`config.mk`:
```
export PLATFORM = sky130hd
export DESIGN_NAME = dynamics_processor
export DESIGN_NICKNAME = d
export VERILOG_FILES = /design/src/rtl/audio_fx_pkg.sv /design/src/rtl/envelope_follower.sv /design/src/rtl/dynamics_processor.sv
export SDC_FILE = /design/constraint.sdc
export NUM_CORES = 1
export LEC_CHECK = 0
export ABC_AREA = 1
export CAP_MARGIN = 20
export CORE_MARGIN = 2
export CORE_UTILIZATION = 45
export CTS_CLUSTER_DIAMETER = 120
export DETAILED_ROUTE_END_ITERATION = 12
export GPL_TIMING_DRIVEN = 0
export PLACE_DENSITY = 0.74
export SYNTH_ARGS = -nofsm -noshare
export SYNTH_HDL_FRONTEND = slang
export SYNTH_HIERARCHICAL = 1
export SYNTH_SLANG_ARGS = --single-unit
```
`constraint.sdc`:
```
create_clock -name clock -period 8.4 [get_ports clock]
set_clock_uncertainty 0.15 [all_clocks]
set_input_delay 2.52 -clock clock [delete_from_list [all_inputs] [get_ports clock]]
set_output_delay 2.52 -clock clock [all_outputs]
set_load 0.02 [all_outputs]
```
`src/rtl/audio_fx_pkg.sv`:
```
// Shared definitions for the audio effects chain: dynamics FSM states,
// default sample width and the compressor/limiter mode encodings.
package audio_fx_pkg;

    localparam int DEFAULT_WIDTH = 12;

    localparam logic MODE_COMP  = 1'b0;
    localparam logic MODE_LIMIT = 1'b1;

    typedef enum logic [1:0] {
        ST_IDLE,
        ST_ENV,
        ST_APPLY,
        ST_DONE
    } dyn_state_t;

endpackage

```
`src/rtl/envelope_follower.sv`:
```
// Combinational next-envelope step (attack/release by right shift).
// With DYNPROC_PEAK_HOLD_EN defined, a hold counter freezes release after a rise.
module envelope_follower
    import audio_fx_pkg::*;
#(
    parameter int WIDTH = DEFAULT_WIDTH
`ifdef DYNPROC_PEAK_HOLD_EN
    ,
    parameter int HOLD_SAMPLES = 4,
    parameter int HOLD_W       = $clog2(HOLD_SAMPLES + 1)
`endif
) (
    input  logic [WIDTH-2:0]  mag,
    input  logic [WIDTH-2:0]  env,
    input  logic [3:0]        attack_shift,
    input  logic [3:0]        release_shift,
`ifdef DYNPROC_PEAK_HOLD_EN
    input  logic [HOLD_W-1:0] hold,
    output logic [HOLD_W-1:0] hold_next,
`endif
    output logic [WIDTH-2:0]  env_next
);

    logic rise;

    always_comb begin
        env_next = env;
        rise     = (mag > env);
`ifdef DYNPROC_PEAK_HOLD_EN
        hold_next = hold;
        if (rise) begin
            env_next  = env + ((mag - env) >> attack_shift);
            hold_next = HOLD_W'(HOLD_SAMPLES);
        end else if (hold != '0) begin
            // Peak hold: keep the envelope and count the hold down
            hold_next = hold - HOLD_W'(1);
        end else begin
            env_next = env - ((env - mag) >> release_shift);
        end
`else
        if (rise) begin
            env_next = env + ((mag - env) >> attack_shift);
        end else begin
            env_next = env - ((env - mag) >> release_shift);
        end
`endif
    end

endmodule

```
`src/rtl/dynamics_processor.sv`:
```
// Time-multiplexed multi-channel compressor / hard limiter with per-channel envelopes.
// Optional peak hold on the envelope release when DYNPROC_PEAK_HOLD_EN is defined.
module dynamics_processor
    import audio_fx_pkg::*;
#(
    parameter int WIDTH        = DEFAULT_WIDTH,
    parameter int CHANNELS     = 2,
    parameter int HOLD_SAMPLES = 4
) (
    input  logic                         clock,
    input  logic                         reset_n,
    input  logic                         new_sample_ready,
    input  logic [CHANNELS*WIDTH-1:0]    samples_in,
    input  logic                         bypass,
    input  logic                         mode,
    input  logic [WIDTH-2:0]             threshold,
    input  logic [2:0]                   ratio_shift,
    input  logic [3:0]                   attack_shift,
    input  logic [3:0]                   release_shift,
    output logic [CHANNELS*WIDTH-1:0]    samples_out,
    output logic                         sample_ready,
    output logic                         overrun
);

    localparam int MAG_W = WIDTH - 1;
    localparam int IDX_W = (CHANNELS > 1) ? $clog2(CHANNELS) : 1;
    localparam logic signed [WIDTH-1:0] MOST_NEG = {1'b1, {(WIDTH-1){1'b0}}};
`ifdef DYNPROC_PEAK_HOLD_EN
    localparam int HOLD_W = $clog2(HOLD_SAMPLES + 1);
`endif

    if (CHANNELS < 1 || HOLD_SAMPLES < 1) begin : g_bad_param
        $error("dynamics_processor: CHANNELS and HOLD_SAMPLES must be >= 1");
    end

    function automatic logic [MAG_W-1:0] mag_sat(input logic signed [WIDTH-1:0] x);
        logic signed [WIDTH-1:0] neg;
        neg = -x;
        if (x == MOST_NEG)
            return '1;
        else if (x[WIDTH-1])
            return neg[MAG_W-1:0];
        else
            return x[MAG_W-1:0];
    endfunction

    function automatic logic signed [WIDTH-1:0] restore_sign(input logic negative,
                                                             input logic [MAG_W-1:0] m);
        if (negative)
            return -$signed({1'b0, m});
        else
            return $signed({1'b0, m});
    endfunction

    dyn_state_t state, state_next;
    logic [IDX_W-1:0] idx;
    logic [MAG_W-1:0] env_q [CHANNELS];
`ifdef DYNPROC_PEAK_HOLD_EN
    logic [HOLD_W-1:0] hold_q [CHANNELS];
    logic [HOLD_W-1:0] hold_next;
`endif

    // Capture stage: frame samples and configuration, held for the whole frame
    logic signed [WIDTH-1:0] x_p0 [CHANNELS];
    logic                    byp_p0;
    logic                    mode_p0;
    logic [MAG_W-1:0]        thr_p0;
    logic [2:0]              ratio_p0;
    logic [3:0]              atk_p0;
    logic [3:0]              rel_p0;
    logic signed [WIDTH-1:0] out_buf_p1 [CHANNELS];

    logic signed [WIDTH-1:0]      x_cur;
    logic [MAG_W-1:0]             mag_cur;
    logic [MAG_W-1:0]             env_cur;
    logic [MAG_W-1:0]             env_next;
    logic [MAG_W-1:0]             over;
    logic [MAG_W-1:0]             red;
    logic [MAG_W-1:0]             out_mag;
    logic signed [WIDTH-1:0]      out_cur;
    logic [CHANNELS*WIDTH-1:0]    out_packed;
    logic                         last_ch;

    assign x_cur   = x_p0[idx];
    assign mag_cur = mag_sat(x_cur);
    assign env_cur = env_q[idx];
    assign last_ch = (idx == IDX_W'(CHANNELS - 1));

    envelope_follower #(
        .WIDTH        (WIDTH)
`ifdef DYNPROC_PEAK_HOLD_EN
        ,
        .HOLD_SAMPLES (HOLD_SAMPLES),
        .HOLD_W       (HOLD_W)
`endif
    ) u_env (
        .mag           (mag_cur),
        .env           (env_cur),
        .attack_shift  (atk_p0),
        .release_shift (rel_p0),
`ifdef DYNPROC_PEAK_HOLD_EN
        .hold          (hold_q[idx]),
        .hold_next     (hold_next),
`endif
        .env_next      (env_next)
    );

    // Gain stage: uses the envelope written during the preceding ENV cycle
    always_comb begin
        over    = (env_cur > thr_p0) ? (env_cur - thr_p0) : '0;
        red     = over - (over >> ratio_p0);
        out_mag = (mag_cur > red) ? (mag_cur - red) : '0;
        if (mode_p0 == MODE_LIMIT)
            out_mag = (mag_cur < thr_p0) ? mag_cur : thr_p0;
        out_cur = byp_p0 ? x_cur : restore_sign(x_cur[WIDTH-1], out_mag);
    end

    always_comb begin
        out_packed = '0;
        for (int k = 0; k < CHANNELS; k++)
            out_packed[k*WIDTH +: WIDTH] = (k == CHANNELS - 1) ? out_cur : out_buf_p1[k];
    end

    always_comb begin
        state_next = state;
        case (state)
            ST_IDLE:  if (new_sample_ready) state_next = ST_ENV;
            ST_ENV:   state_next = ST_APPLY;
            ST_APPLY: state_next = last_ch ? ST_DONE : ST_ENV;
            ST_DONE:  state_next = ST_IDLE;
            default:  state_next = ST_IDLE;
        endcase
    end

    always_ff @(posedge clock or negedge reset_n) begin
        if (!reset_n) begin
            state        <= ST_IDLE;
            idx          <= '0;
            overrun      <= 1'b0;
            sample_ready <= 1'b0;
            samples_out  <= '0;
            for (int k = 0; k < CHANNELS; k++) begin
                env_q[k] <= '0;
`ifdef DYNPROC_PEAK_HOLD_EN
                hold_q[k] <= '0;
`endif
            end
        end else begin
            state        <= state_next;
            sample_ready <= 1'b0;
            if (new_sample_ready && state != ST_IDLE)
                overrun <= 1'b1;
            case (state)
                ST_IDLE: if (new_sample_ready) idx <= '0;
                ST_ENV: begin
                    env_q[idx] <= env_next;
`ifdef DYNPROC_PEAK_HOLD_EN
                    hold_q[idx] <= hold_next;
`endif
                end
                ST_APPLY: begin
                    if (last_ch) begin
                        samples_out  <= out_packed;
                        sample_ready <= 1'b1;
                    end else begin
                        idx <= idx + IDX_W'(1);
                    end
                end
                default: ;
            endcase
        end
    end

    always_ff @(posedge clock) begin
        if (state == ST_IDLE && new_sample_ready) begin
            for (int k = 0; k < CHANNELS; k++)
                x_p0[k] <= samples_in[k*WIDTH +: WIDTH];
            byp_p0   <= bypass;
            mode_p0  <= mode;
            thr_p0   <= threshold;
            ratio_p0 <= ratio_shift;
            atk_p0   <= attack_shift;
            rel_p0   <= release_shift;
        end
        if (state == ST_APPLY)
            out_buf_p1[idx] <= out_cur;
    end

endmodule

```
# --- After elaboration in Yosys (flattened, before gate mapping) ---
# Memories as Yosys holds them, arrays and structs flattened. A register that Yosys moved wholly into a read port is not among the register bits.
# Index checks and enable logic that the tools add are counted.
classes:
  muxes: 27
  n_lt_le_gt_ge: 6
  n_eq_ne: 5
  add_sub_neg: 10
  bitwise: 1
  n_reduce_logical: 9
  n_shift: 3
op_table:
  columns: ["op", "count"]
  rows:
  - ["$mux 11", 11]
  - ["$sub 11x11->11", 6]
  - ["$gt 11x11->1", 3]
  - ["$mux 12", 2]
  - ["$bwmux 22", 1]
  - ["$shr 11x4->11", 2]
  - ["$eq 12x12->1 const B", 1]
  - ["$neg 11->12", 1]
  - ["$add 11x11->11", 1]
  - ["$demux 11 s1", 1]
  - ["$lt 11x11->1", 1]
  - ["$neg 11->11", 1]
  - ["$shr 11x3->11", 1]
  - ["$mux 1", 8]
  - ["$pmux 2 s4", 1]
  - ["$eq 2x2->1 const B", 2]
  - ["$mux 2", 2]
  - ["$reduce_and 2->1", 2]
  - ["$reduce_bool 2->1", 2]
  - ["$logic_and 1x1->1", 3]
  - ["$eq 2x1->1 const B", 1]
  - ["$ge 2x2->1 const B", 1]
  - ["$logic_not 2->1", 1]
  - ["$lt 2x1->1 const B", 1]
  - ["5 further kinds", 5]
word_totals:
  regBits: 75
  mem_bits_rw: 48
  n_memories: 2
  elab_cells: 76
  input_bits: 51
  output_inout_bits: 26
mem_list:
  columns: ["name", "words", "width", "rd", "rd_ports_with_merged_regs", "write_ports", "line", "source"]
  rows:
  - ["out_buf_p1", 2, 12, 1, 1, 1, "dynamics_processor.sv:71", "logic signed [WIDTH-1:0] out_buf_p1 [CHANNELS];"]
  - ["x_p0", 2, 12, 1, 0, 2, "dynamics_processor.sv:64", "logic signed [WIDTH-1:0] x_p0 [CHANNELS];"]

# --- Longest topological paths before layout ---
# Gate-level depths: netlist of the first run.
depth:
  ltp_word: 14
  depth_mapped: 55
  ltp_nobuf: 53

# --- Modules after synthesis ---
# The synthesis of the first run kept the hierarchy.
modules_own_cells:
  columns: ["module", "seq_area_each_um2", "area_per_inst_um2", "cells_each", "n_inst"]
  rows:
  - ["dynamics_processor", 3078.0, 7080.5, 888, 1]
  - ["envelope_follower", 0.0, 2636.3, 464, 1]

# --- Worst setup path before layout of the first run ---
# OpenSTA, ideal clock, no wires.
synth_path:
  path_kind: "reg2reg"
  startpoint: "register idx"
  endpoint: "memory out_buf_p1[0][10] (netlist bit), data pin"
  path_stages_with_launch: 48
  setup_time_ps: 255
  t_required_ps: 7995
  synth_period_minus_slack_ps: 6830
  slack_ps: 1570
  path_buffers: 4
  arrival_time_ps: 6426
  cell_sequence: "dfrtp_1 buf_6 buf_8 clkbuf_1 nand2_1 nand2_1 ha_1 a31oi_1 o21ai_0 nand2_1 a21oi_1 a21oi_1 o21bai_1 nand2_1 clkbuf_1 nor2_1 nand2_1 o211ai_1 (+12 left out) ha_1 inv_1 nor2_1 nor2_1 o21ai_1 nand2_1 nor2_2 nand2_1 nand2_1 inv_1 ha_1 nand3_1 nor2_2 nand3_1 nand2_1 nand2_1 nand3_1 and2_1"
synth_between:
  elab_chain_cells: 14
  word_cells_on_any_way: 23
  classes_between: "add/sub: 5; order compare: 3; eq/ne: 1; shift: 1; mux: 11; bitwise: 1; memory: 1"
synth_rtl:
  columns: ["element", "line", "source"]
  rows:
  - ["start: declaration", "dynamics_processor.sv:56", "logic [IDX_W-1:0] idx;"]
  - ["start signal: assignment", "dynamics_processor.sv:166", "idx <= idx + IDX_W'(1);"]
  - ["$not 1->2 (implied by the code) *", "dynamics_processor.sv:86", "assign env_cur = env_q[idx];"]
  - ["$mux 11 (implied by the code) * (3 in series)", "dynamics_processor.sv:86", null]
  - ["via env_cur[1]", "dynamics_processor.sv:75", "logic [MAG_W-1:0] env_cur;"]
  - ["$sub 11x11->11 or $gt 11x11->1 (tied branches)", "dynamics_processor.sv:110", "over = (env_cur > thr_p0) ? (env_cur - thr_p0) : '0;"]
  - ["$mux 11 *", "dynamics_processor.sv:110", null]
  - ["$shr 11x3->11", "dynamics_processor.sv:111", "red = over - (over >> ratio_p0);"]
  - ["$sub 11x11->11 *", "dynamics_processor.sv:111", null]
  - ["$sub 11x11->11 or $gt 11x11->1 (tied branches)", "dynamics_processor.sv:112", "out_mag = (mag_cur > red) ? (mag_cur - red) : '0;"]
  - ["$mux 11 *", "dynamics_processor.sv:112", null]
  - ["$mux 11 *", "dynamics_processor.sv:113", "if (mode_p0 == MODE_LIMIT)"]
  - ["$neg 11->12", "dynamics_processor.sv:50", "return -$signed({1'b0, m});"]
  - ["$mux 12 *", "dynamics_processor.sv:49", "if (negative)"]
  - ["$mux 12 *", "dynamics_processor.sv:115", "out_cur = byp_p0 ? x_cur : restore_sign(x_cur[WIDTH-1], out_mag);"]
  - ["via out_cur[10]", "dynamics_processor.sv:80", "logic signed [WIDTH-1:0] out_cur;"]
  - ["end: declaration", "dynamics_processor.sv:71", null]
# Mark *: on every way through the listed nets, which the timed path passes. The rest lies on a longest branch. The select of a mux whose other input is x is not followed.

# --- Final worst setup path of the first run ---
layout_path:
  startpoint: "register idx"
  endpoint: "register env_q[10] (netlist bit)"
layout_between:
  elab_chain_cells: 9
  word_cells_on_any_way: 23
  classes_between: "add/sub: 5; order compare: 3; eq/ne: 1; shift: 2; mux: 9; bitwise: 1; reduce/logical: 1; memory: 1"
layout_rtl:
  columns: ["element", "line", "source"]
  rows:
  - ["$mem_v2 2x12 *", null, null]
  - ["$neg 11->11", "dynamics_processor.sv:38", "neg = -x;"]
  - ["$mux 11", "dynamics_processor.sv:41", "else if (x[WIDTH-1])"]
  - ["$mux 11 *", "dynamics_processor.sv:39", "if (x == MOST_NEG)"]
  - ["via mag_cur[4]", "dynamics_processor.sv:74", "logic [MAG_W-1:0] mag_cur;"]
  - ["$sub 11x11->11 (on tied branches)", "envelope_follower.sv:44, envelope_follower.sv:42", null]
  - ["$shr 11x4->11 (on tied branches)", "envelope_follower.sv:44, envelope_follower.sv:42", null]
  - ["$sub 11x11->11 or $add 11x11->11 (tied branches)", "envelope_follower.sv:44, envelope_follower.sv:42", null]
  - ["$mux 11 *", "envelope_follower.sv:41", "if (rise) begin"]
  - ["via env_next[10]", "dynamics_processor.sv:76", "logic [MAG_W-1:0] env_next;"]
  - ["$bwmux 22 *", "dynamics_processor.sv:156", "env_q[idx] <= env_next;"]
  - ["end signal: indexed assignment", "dynamics_processor.sv:156", null]
  - ["end: declaration", "dynamics_processor.sv:57", "logic [MAG_W-1:0] env_q [CHANNELS];"]
# Marks and branches as above.
# A chain may end at the register's enable or synchronous reset.

==> results of run 1 <==
[state kept, by name, summed over array words and instances, names as in the netlist, 2 cells and up]
register and flops:
x_p0 24, env_q 22, ratio_p0 3, out_buf_p1 12, thr_p0 11, rel_p0 4, state 2, samples_out 24
atk_p0 4
[cell usage after synthesis (10+ instances only)]
cell	instances
nand2_2	24
nor3_1	12
nand4_1	15
nand2_1	402
o21bai_1	10
edfxtp_1	60
xor2_1	38
a21oi_1	65
clkbuf_1	22
nand3_2	13
o21ai_0	73
nor2_2	12
nor2_1	74
xnor2_1	13
dfrtp_1	51
ha_1	76
nand3_1	111
inv_1	176
[cell type report]
class	count	area, sq um	area share
Inverter	183	687	0.0609
Buffer	37	191	0.0170
Clock buffer	9	225	0.0200
Multi-Input combinational cell	1021	5830	0.517
Tap cell	275	344	0.0305
Timing Repair Buffer	81	828	0.0734
Sequential cell	111	3080	0.273
Clock inverter	7	93.8	0.00832
[worst max-delay path by stage]
stage	slack, ns	cells past startpoint	endpoint	startpoint
finish	0.60	44	env_q[10]	idx
global route	-0.04	47	out_buf_p1[0][10]	idx
CTS	0.17	49	out_buf_p1[0][8]	idx
detailed placement	0.23	49	out_buf_p1[0][8]	idx
global placement	-0.58	4	idx	new_sample_ready
floorplan	1.57	47	out_buf_p1[0][10]	idx
[cells by family after synthesis]
logic type / after synthesis / synth area share
muxes: 3 / 0.00309
buffers and inverters: 220 / 0.0900
adders and majority gates: 82 / 0.110
xor gates and xnor gates: 51 / 0.0460
and+or+nand+nor: 694 / 0.322
DFF: 111 / 0.317
AOI/OAI and AO/OA: 191 / 0.112
[critical path, delay by kind of cell (launching register included)]
kind,cells,cell delay [ns]
flops,1,0.42
buf+inv,10,1.12
compound gates,13,3.00
xor+xnor,1,0.29
simple gates,16,1.54
fa+ha+maj,4,1.19
[layer usage]
metal / track usage / routed length [um] / up-vias
met5: 0 / 0 / -
met4: 0.0696 / 480 / 0
met3: 0.0223 / 1450 / 29
met2: 0.364 / 11700 / 304
met1: 0.325 / 11700 / 4248
li1: - / - / 4606
[through the flow]
| step | instances | util | setup WS (ns) |
|---|---|---|---|
| after floorplan | 1352 | - | 1.57 |
| after global placement | 1703 | 0.513 | -0.579 |
| after detailed placement | 1708 | 0.517 | 0.226 |
| after CTS | 1724 | 0.532 | 0.175 |
| after global routing | 1724 | 0.535 | -0.0374 |
| final | 1724 | 0.535 | 0.598 |
[timing repair]
item                       CTS  global route
setup endpoints to repair    0            22
resized for setup            0            22
setup buffers                0             0
==> results.md, run 1 <==
* Hold slack at 0.300 ns
* H-tree levels at 3
* Max cap viols at 0
* Most frequent cells in the layout: nand2_1, inv_1, nand3_1
* Initial Util at 0.461
* Share of layout cells above drive strength 1 at 0.0890
* Setup_tns at 0 ns
* Yosys Warn Count at 18
* ANT cells at 0
* Commonest non-fill, non-tap cell in the layout: nand2_1
* Total gr overflow at 0
* Cts hold-fix bufs at 0
* Final Max Slew Viols at 0
* CP max stage delay at 0.64 ns
* Buffers added on ports at 76
* Core area at 0.0211 sq mm
* Synth area leader: edfxtp_1
* Reg-to-reg endpoint: env_q[10]
* First-pass GRT wire length at 40,900 um
* First-pass iteration count of the detailed router at 6
* Top area cells in the synthesized netlist: edfxtp_1, nand2_1, dfrtp_1, ha_1, inv_1
* Avg Cell Area, Syn at 7.19 sq um
* Clock transition at path regs at 0.09 ns
* Layout Cell Area excl Fill at 0.0113 sq mm
* Global Route Usage Sum at 0.227
* Post-synth ARST share at 0.459
* Vias in the first global route at 8,199
* Die area at 0.0228 sq mm
* Final period util at 0.929
* Slew headroom at 0.364
* Post-synth EDFFs at 60
* DRC viols at 0
* Worst Hold Class: flip-flop to flip-flop
* Routability cong. at 0.917
* Critical path type: flip-flop to flip-flop
* Clock buffer count from CTS at 9
* Critical Path AT at 7.94 ns
* Rows at 53
* WHS Endpoint: samples_out[2]
* Avg WL per Cell at 14.7 um
* Maximum clock frequency at 128 MHz
* R2R cell count at 44
* Largest net degree at the start of global routing at 42
* Synth Cell Area at 0.00972 sq mm
* Max clock buf depth at 2
* Post-synth net total at 1,485
* Routed WL at 25,300 um
* CTS tree: built
* Via Count at 9,187
* Fill cells at 2,025
* Critical Path RT at 8.53 ns
* Most used cell, CP: nand2_1
* Die W at 151 um
* Worst-Margin Slew at 0.951 ns
* #FFs+latches synth at 111
* Post-synthesis cell type count at 55
* Worst hold path startpoint: out_buf_p1[0][2]
* Initial antenna violation count at 0
* Height of the die at 151 um
* Slowest library cell on the worst path: o21ai_0
* Post-DP Area at 0.0109 sq mm
* Status: finished clean
* Hold depth at 2
* Via density at 5.33
* Worst setup SP type: flip-flop
* Critical Path End Type: flip-flop
* Worst reg2reg path startpoint: idx
* Nets at 1,577
* R2R Setup Slk at 0.60 ns
* Synthesized instance count at 1,352
* Sequential cell area fraction in the yosys report at 0.317
* Top_reg_cell synth: edfxtp_1
* Area Overhead vs Synth at 16.1%
* Initial DRC Count at 846
* Sink Count at 111
* Min Tclk post-route at 7.80 ns
* Io pins at 77
* CTS root buf: clkbuf_16
* CP max FO at 10
* Post-DP HPWL at 19,800 um
* Routed Antenna Nets at 0
* Hold Vio Cnt, Final at 0
* Clock latency on the worst-skew pair at 0.37 ns
* Setup violators final at 0
* Share of the synthesized area in the top cell type at 0.185
Power of run 1 is left out: the tool's default activity adds up to more than one toggle a clock period on the data nets, which glitch-free logic cannot reach.
==> inputs of run 2 (changes only) <==
--- a/config.mk
+++ b/config.mk
@@ -15,5 +15,4 @@
 export PLACE_DENSITY = 0.74
 export SYNTH_ARGS = -nofsm -noshare
 export SYNTH_HDL_FRONTEND = slang
-export SYNTH_HIERARCHICAL = 1
 export SYNTH_SLANG_ARGS = --single-unit
==> results.md, run 2 <==
* Status: finished clean (unchanged)
* Critical Path RT at 8.38 ns (was 8.53 ns)
* Min Tclk post-route at 7.74 ns (was 7.80 ns)
* Top area cells in the synthesized netlist: edfxtp_1, nand2_1, dfrtp_1, ha_1, inv_1 (unchanged)
* Routed WL at 25,900 um (was 25,300 um)
* Worst setup SP type: flip-flop (unchanged)
* Buffers added on ports at 76 (unchanged)
* Top_reg_cell synth: edfxtp_1 (unchanged)
* Slew headroom at 0.338 (was 0.364)
* Most frequent cells in the layout: nand2_1, inv_1, nand3_1 (unchanged)
* Avg Cell Area, Syn at 7.19 sq um (about the same)
* H-tree levels at 3 (unchanged)
* Area Overhead vs Synth at 16.5% (was 16.1%)
* Post-synth EDFFs at 60 (unchanged)
* First-pass GRT wire length at 41,900 um (was 40,900 um)
* Clock latency on the worst-skew pair at 0.38 ns (was 0.37 ns)
* Critical Path AT at 7.72 ns (was 7.94 ns)
* Synth top cells by count: nand2_1, inv_1, nand3_1, o21ai_0, ha_1 (was nand2_1, inv_1, nand3_1, ha_1, nor2_1)
* Worst Hold Class: flip-flop to flip-flop (unchanged)
* Total gr overflow at 0 (unchanged)
* Global Route Usage Sum at 0.236 (was 0.227)
* Initial antenna violation count at 0 (unchanged)
* Post-synth net total at 1,469 (was 1,485)
* Final period util at 0.922 (was 0.929)
* Routability cong. at 0.972 (was 0.917)
* Share of the synthesized area in the top cell type at 0.188 (was 0.185)
* Sink Count at 111 (unchanged)
* WP buf/inv at 9 (was 10)
* Layout Cell Area excl Fill at 0.0112 sq mm (was 0.0113 sq mm)
* Rows at 53 (unchanged)
* Via density at 5.32 (was 5.33)
* #FFs+latches synth at 111 (unchanged)
* Delay-heaviest family, CP: simple AND/OR/NAND/NOR gates (was compound AO/OA/AOI/OAI gates)
* Biggest regs: samples_out x24, x_p0 x24, env_q x22 (unchanged)
* Critical path origin: idx (unchanged)
* CTS tree: built (unchanged)
* Most used cell, CP: inv_1 (was nand2_1)
* Synth area leader: edfxtp_1 (unchanged)
* Critical Path End Type: flip-flop (unchanged)
* Post-synth ARST share at 0.459 (unchanged)
* Hold Vio Cnt, Final at 0 (unchanged)
* Count leader, synth: nand2_1 (unchanged)
* RSZ-0062 raised after global routing: no
* First-pass iteration count of the detailed router at 5 (was 6)
* Most Crowded Layer GR: met2 (unchanged)
* Post-synthesis cell type count at 52 (was 55)
* Final Max Slew Viols at 0 (unchanged)
* Final worst setup slack at 0.657 ns (was 0.598 ns)
* Commonest non-fill, non-tap cell in the layout: nand2_1 (unchanged)
* Setup violators final at 0 (unchanged)
* Worst hold path startpoint: out_buf_p1[0][3] (was out_buf_p1[0][2])
* Clock transition at path regs at 0.09 ns (about the same)
* Io pins at 77 (unchanged)
* ANT cells at 0 (unchanged)
* Global Route met2 Usage at 0.379 (was 0.364)
* Sequential cell area fraction in the yosys report at 0.320 (was 0.317)
* Max clock buf depth at 2 (unchanged)
* Post-DP HPWL at 21,000 um (was 19,800 um)
* DRC viols at 0 (unchanged)
* Max cap viols at 0 (unchanged)
* Core area at 0.0210 sq mm (was 0.0211 sq mm)
* Critical path type: flip-flop to flip-flop (unchanged)
* Slowest library cell on the worst path: fa_1 (was o21ai_0)
* Via Count at 9,105 (was 9,187)
* Die W at 150 um (was 151 um)
* Nets at 1,565 (was 1,577)
* Met3 Usage GRT at 0.0315 (was 0.0223)
* Initial DRC Count at 671 (was 846)
* Worst-Margin Slew at 0.989 ns (was 0.951 ns)
* Vias in the first global route at 8,531 (was 8,199)
* Pre-CTS setup slack at -0.00588 ns (was 0.226 ns)
* Grt met1 use at 0.329 (was 0.325)
* CTS root buf: clkbuf_16 (unchanged)
* CP max FO at 10 (unchanged)
* Routed Antenna Nets at 0 (unchanged)
* Largest net degree at the start of global routing at 42 (unchanged)
* Avg WL per Cell at 15.1 um (was 14.7 um)
* Share of layout cells above drive strength 1 at 0.0863 (was 0.0890)
* Maximum clock frequency at 129 MHz (was 128 MHz)
* CP max stage delay at 0.43 ns (was 0.64 ns)
* Synth Cell Area at 0.00961 sq mm (was 0.00972 sq mm)
* Worst reg2reg path startpoint: idx (unchanged)
* Height of the die at 150 um (was 151 um)
* Clock buffer count from CTS at 9 (unchanged)
* Post-DP Area at 0.0108 sq mm (was 0.0109 sq mm)
* Initial Util at 0.458 (was 0.461)
* Synthesized instance count at 1,336 (was 1,352)
* Yosys Warn Count at 0 (was 18)
* Die area at 0.0225 sq mm (was 0.0228 sq mm)
==> run 2: cells by family (layout without fill, tap and decap cells) <==
family | after synthesis | in the layout | share of synthesized area
AOI/OAI and AO/OA | 214 | 214 | 0.123
adders and majority gates | 82 | 82 | 0.112
muxes | 5 | 5 | 0.00521
buffers and inverters | 208 | 309 | 0.0870
DFF | 111 | 111 | 0.320
xor gates and xnor gates | 47 | 47 | 0.0436
and+or+nand+nor | 669 | 669 | 0.310
==> run 2: metal layers <==
| layer | up-vias | share of wire |
|---|---|---|
| met5 | - | 0 |
| met4 | 0 | 0.026 |
| met3 | 53 | 0.055 |
| met2 | 286 | 0.45 |
| met1 | 4187 | 0.46 |
| li1 | 4579 | - |
==> run 2: layout make-up <==
cell class / instances / area [sq um]
Fill cell: 2056 / 9770
Multi-Input combinational cell: 1017 / 5760
Sequential cell: 111 / 3080
Timing Repair Buffer: 85 / 855
Inverter: 172 / 651
Tap cell: 275 / 344
Clock buffer: 9 / 225
Buffer: 36 / 188
Clock inverter: 7 / 83.8
==> run 2: repair_timing <==
| action | CTS | global route |
|---|---|---|
| hold buffers | 0 | 0 |
| endpoints found under the setup margin | 3 | 24 |
| gates cloned | 0 | 0 |
| gates resized for setup | 1 | 30 |
| pin swaps | 0 | 5 |
| buffers inserted | 0 | 3 |
==> run 2: worst paths after layout <==
kind                                     end  slack (ns)  cells past startpoint
setup / recovery           out_buf_p1[0][10]        0.66                     44
hold / removal                samples_out[3]        0.29                      2
setup reg to reg           out_buf_p1[0][10]        0.66                     44
hold reg to reg               samples_out[3]        0.29                      2
max in group asynchronous          env_q[18]        5.72                      2
min in group asynchronous     samples_out[2]        1.87                      1
==> run 2: worst min-delay path, cell delays in order, from the launching register on <==
cell	delay, ns
edfxtp_1	0.32
nand2_1	0.05
nand2_1	0.05
==> run 2: metrics by stage <==
stage / instances / hold WS [ns] / utilization / setup TNS (ns)
global route: 1712 / 0.314 / 0.534 / 0
floorplan: 1336 / 0.276 / - / 0
detailed placement: 1693 / 0.281 / 0.515 / -0.00588
finish: 1712 / 0.292 / 0.534 / 0
global placement: 1687 / 0.280 / 0.511 / -35.51
CTS: 1709 / 0.290 / 0.529 / 0
Power of run 2 is left out for the same reason.
==> RTL change 1, RTL diff (flow settings as in run 1) <==
Build with the macro `DYNPROC_PEAK_HOLD_EN` defined.
--- a/src/rtl/envelope_follower.sv
+++ b/src/rtl/envelope_follower.sv
@@ -2,2 +2,4 @@
 // With DYNPROC_PEAK_HOLD_EN defined, a hold counter freezes release after a rise.
+`define DYNPROC_PEAK_HOLD_EN
+
 module envelope_follower
Formal check against the unedited RTL: same outputs for any inputs over 4 cycles, from zero or initial values and one cycle with reset_n low; that may be too few to reach the edited logic, so the function may still have changed.
==> RTL change 1 against run 1 <==
Critical path depth grew 2. Sequential cell count increased by 6. Wire length increased by 19%. Worst hold slack got worse by 0.0060 ns. Setup slack improved by 0.065 ns. Area after synthesis increased by 9.6%. Fmax grew 0.84%. Cell area grew 12%. Non-clock buffer count grew 12. Largest cell class unchanged.
Power is not shown: default switching activity piles up to over one toggle a cycle in this logic, so the estimate is an artifact.
==> RTL change 1: results (changes against run 1) <==
Status
  • Status: finished clean

Layout
  • Clk_buf instances: 18 (+9)
  • Sequential cell area share: 25.6% (-1.7 points)
  • Finished Layout Cells: 1,932 (+12%)
  • Inverters: 205 (+12%)
  • Storage element area: 3230 sq um (+4.9%)
  • Nets@finish: 1,746 (+11%)
  • Layout cells sized above 1: 10.7% (+1.8 points)
  • Clock Network Area Fraction: 4.80% (+2.0 points)
  • Multi-input combinational area share: 51.6% (-0.16 points)

Yosys
  • Synth area leaders: edfxtp_1 17%, nand2_1 15%, dfrtp_1 13%
  • Yosys cell types: 60 (+9.1%)
  • Post-synthesis async set-or-reset flop share: 48.7% (+2.8 points)
  • Synth Area in XOR/XNOR: 3.78% (-0.81 points)
  • Register area share after synthesis: 30.3% (-1.4 points)
  • Adder-Cell Fraction of Synth Area: 11.7% (+0.64 points)
  • Multiplexer share of the synthesized area: 0.188% (-0.12 points)

Critical path
  • Cell with the largest stage delay on the worst path: dfrtp_2
  • R2r setup slk: 0.66 ns (+0.06 ns)
  • Critical Path AT: 7.77 ns (-0.17 ns)
  • R2R depth: 46 (+4.5%)

Route
  • DR vias: 10,200 (+11%)
  • Met2 WL post-DR: 13.9 mm (+19%)
  • Met3 WL: 1.88 mm (+30%)
  • Routed len/inst: 15.5 um (+5.8%)

GRT
  • Pin count of the biggest net entering global routing: 37 (-12%)
  • Global-route wire length before repair: 47.9 mm (+17%)
  • Met2 Use GR: 40.3% (+3.9 points)
  • M1 GR Usage: 33.0% (+0.51 points)
  • GR Layer Usage met3: 3.26% (+1.0 points)

Placement
  • HPWL after detailed placement: 23.4 mm (+18%)

Min path
  • Hold Path End: samples_out[1]

Timing
  • Final setup margin: 0.663 ns (+0.0649 ns)
-- RTL change 1: cell count changes after synthesis, sizes merged, moves of 4 or more --
cell,before,now
a21oi,67,80
inv,180,202
xor2,38,29
o21ai,84,102
ha,76,88
xnor2,13,17
nor3,12,19
nand3,126,151
dfrtp,51,57
buf,15,21
o211ai,4,10
nand2,429,459
-- RTL change 1: critical path, delay by kind of cell (launching register included) --
| family | cells | cell delay, ns |
|---|---|---|
| and+or+nand+nor | 20 | 2.48 |
| xor gates and xnor gates | 1 | 0.10 |
| adders and majority gates | 4 | 1.26 |
| DFF | 1 | 0.45 |
| buffers and inverters | 8 | 1.12 |
| AOI/OAI and AO/OA | 13 | 1.94 |
-- RTL change 1: what timing repair did --
action	4_1_cts	5_1_grt
resized for setup	0	30
hold buffers	0	0
setup endpoints to repair	0	22
setup buffers	0	5
==> RTL change 2, RTL diff (config.mk and constraints of run 1) <==
Made on the original files. Reset style: synchronous (`reset_n`), changed in one clocked block.
--- a/src/rtl/dynamics_processor.sv
+++ b/src/rtl/dynamics_processor.sv
@@ -134,3 +134,3 @@
 
-    always_ff @(posedge clock or negedge reset_n) begin
+    always_ff @(posedge clock) begin
         if (!reset_n) begin
Formal check against the unedited RTL: differs if reset_n is asserted again (counterexample within 4 cycles, from zero or initial values and one cycle with reset_n low); with reset_n held inactive, the same outputs for 4 cycles.
==> RTL change 2 against run 1 <==
Area after synthesis is 0.26% higher. Sequential share of layout area is 0.092 points lower. Non-clock buffer count is 5 lower. Wire length is 1.6% lower. Setup slack worse by 0.028 ns. Utilization is 0.23 points lower. Critical path depth is 4 higher. Sequential cell count is 1 higher. Cell area is 0.11% lower. First-iteration DRC count is 22% lower.
Power is left out: it rests on default switching activity, and per cell area and clock period it moved more than threefold.
==> RTL change 2: results (changes against run 1) <==
Status
  • Status: finished clean

Clock tree
  • Root Buffer: clkbuf_16
  • Clock Latency Late Sink: 0.36 ns

Route
  • Via density: 5.20 (-2.4%)
  • DRT iter0 DRCs: 662 (-22%)
  • Pre-antenna DRT Iters: 5 (-1)
  • Final wirelength: 24.9 mm (-1.6%)
  • Met3 WL: 1.37 mm (-5.9%)
  • Met2 WL post-DR: 11.2 mm (-3.6%)
  • M1 WL: 11.9 mm (+1.9%)

GRT
  • All-Layer GR Usage: 21.9% (-0.82 points)
  • Initial antenna violation count: 0 (unchanged)
  • Pin count of the biggest net entering global routing: 27 (-36%)
  • Global-route wire length before repair: 39.4 mm (-3.8%)
  • Number of global-route vias before repair: 8,042 (-1.9%)

Critical path
  • R2r setup slk: 0.57 ns (-0.03 ns)
  • Critical Path AT: 7.79 ns (-0.15 ns)
  • Crit-path max cell delay: 0.43 ns (-0.21 ns)
  • Cell with the largest stage delay on the worst path: fa_1

Yosys
  • Avg Cell Area, Syn: 7.28 sq um (+1.3%)
  • Register area share after synthesis: 31.4% (-0.24 points)
  • Post-synthesis async set-or-reset flop share: 0% (-46 points)
  • Top cells by count, synth: 327 x nand2_1, 186 x inv_1, 112 x nor2_1
  • Post-synth net total: 1,471 (-0.94%)
  • Synth area leaders: edfxtp_1 25%, nand2_1 13%, ha_1 9.8%
  • Ys Warns: 18 (unchanged)
  • Post-synth EDFFs: 82 (+37%)
  • Yosys cell types: 52 (-5.5%)

Layout
  • Finished Core Util: 53.3% (-0.23 points)
  • Biggest regs: samples_out (24), x_p0 (24), env_q (22)
  • Filler cell count: 1,986 (-1.9%)
  • Antenna diodes: 0 (unchanged)
  • Layout cells sized above 1: 9.85% (+0.95 points)
  • Nets@finish: 1,559 (-1.1%)
  • Finished Layout Cells: 1,706 (-1.0%)

Placement
  • Dpl cell area: 10,900 sq um (-0.17%)
  • HPWL after detailed placement: 20.1 mm (+1.3%)
  • GP Congestion: 0.917 (about the same)
  • Port Buffers: 75 (-1.3%)

Timing
  • Measured slew at the worst slew-check pin: 1.10 ns (+0.148 ns)
RTL change 2: cell count changes after synthesis, moves of 7 or more:
cell | before | now
dfrtp_1 | 51 | 0
nand3_1 | 111 | 100
edfxtp_1 | 60 | 82
dfxtp_1 | 0 | 30
nor2_1 | 74 | 112
nand2_1 | 402 | 327
inv_1 | 176 | 186
o21a_1 | 2 | 9
RTL change 2: critical path: cells and delay by family (launching register included):
kind | cells | cell delay (ns)
simple gates | 21 | 2.46
compound gates | 13 | 2.03
fa+ha+maj | 5 | 1.49
buf+inv | 8 | 0.97
flops | 1 | 0.38
xor+xnor | 1 | 0.10
RTL change 2: area by class of cell:
type                    count  area share (%)
clock inverters             7           0.722
well taps                 275            3.05
clock buffers               9            2.00
inverters                 194            6.46
plain buffers              36            1.60
repair buffers             77            6.94
multi-input cells         996            52.0
flip-flops and latches    112            27.2
RTL change 2: worst paths after layout:
check	from	end	cells past startpoint
worst min register to register	overrun	overrun	2
worst max register to register	register	out_buf_p1[0][8]	48
worst min-delay path	overrun	overrun	2
worst max-delay path	register	out_buf_p1[0][8]	48
RTL change 2: cell families after synthesis:
family	count (synthesis)	share of synthesized area (%)
buffers and inverters	230	9.30
adders and majority gates	82	11.0
muxes	3	0.308
and+or+nand+nor	656	31.0
DFF	112	31.4
AOI/OAI and AO/OA	205	12.4
xor gates and xnor gates	50	4.50
RTL change 2: through the flow:
stage | hold slack (ns) | worst slack, ns
4_1_cts | 0.316 | 0.236
2_1_floorplan | 0.297 | 1.56
5_1_grt | 0.345 | -0.0244
3_5_place_dp | 0.301 | 0.285
6_report | 0.313 | 0.570
3_3_place_gp | 0.294 | 0.354
RTL change 2: routing by layer:
metal / vias to the layer above / track usage [%]
met5: - / 0
met4: 0 / 5.56
met3: 22 / 3.34
met2: 247 / 34.7
met1: 4053 / 31.3
li1: 4549 / -
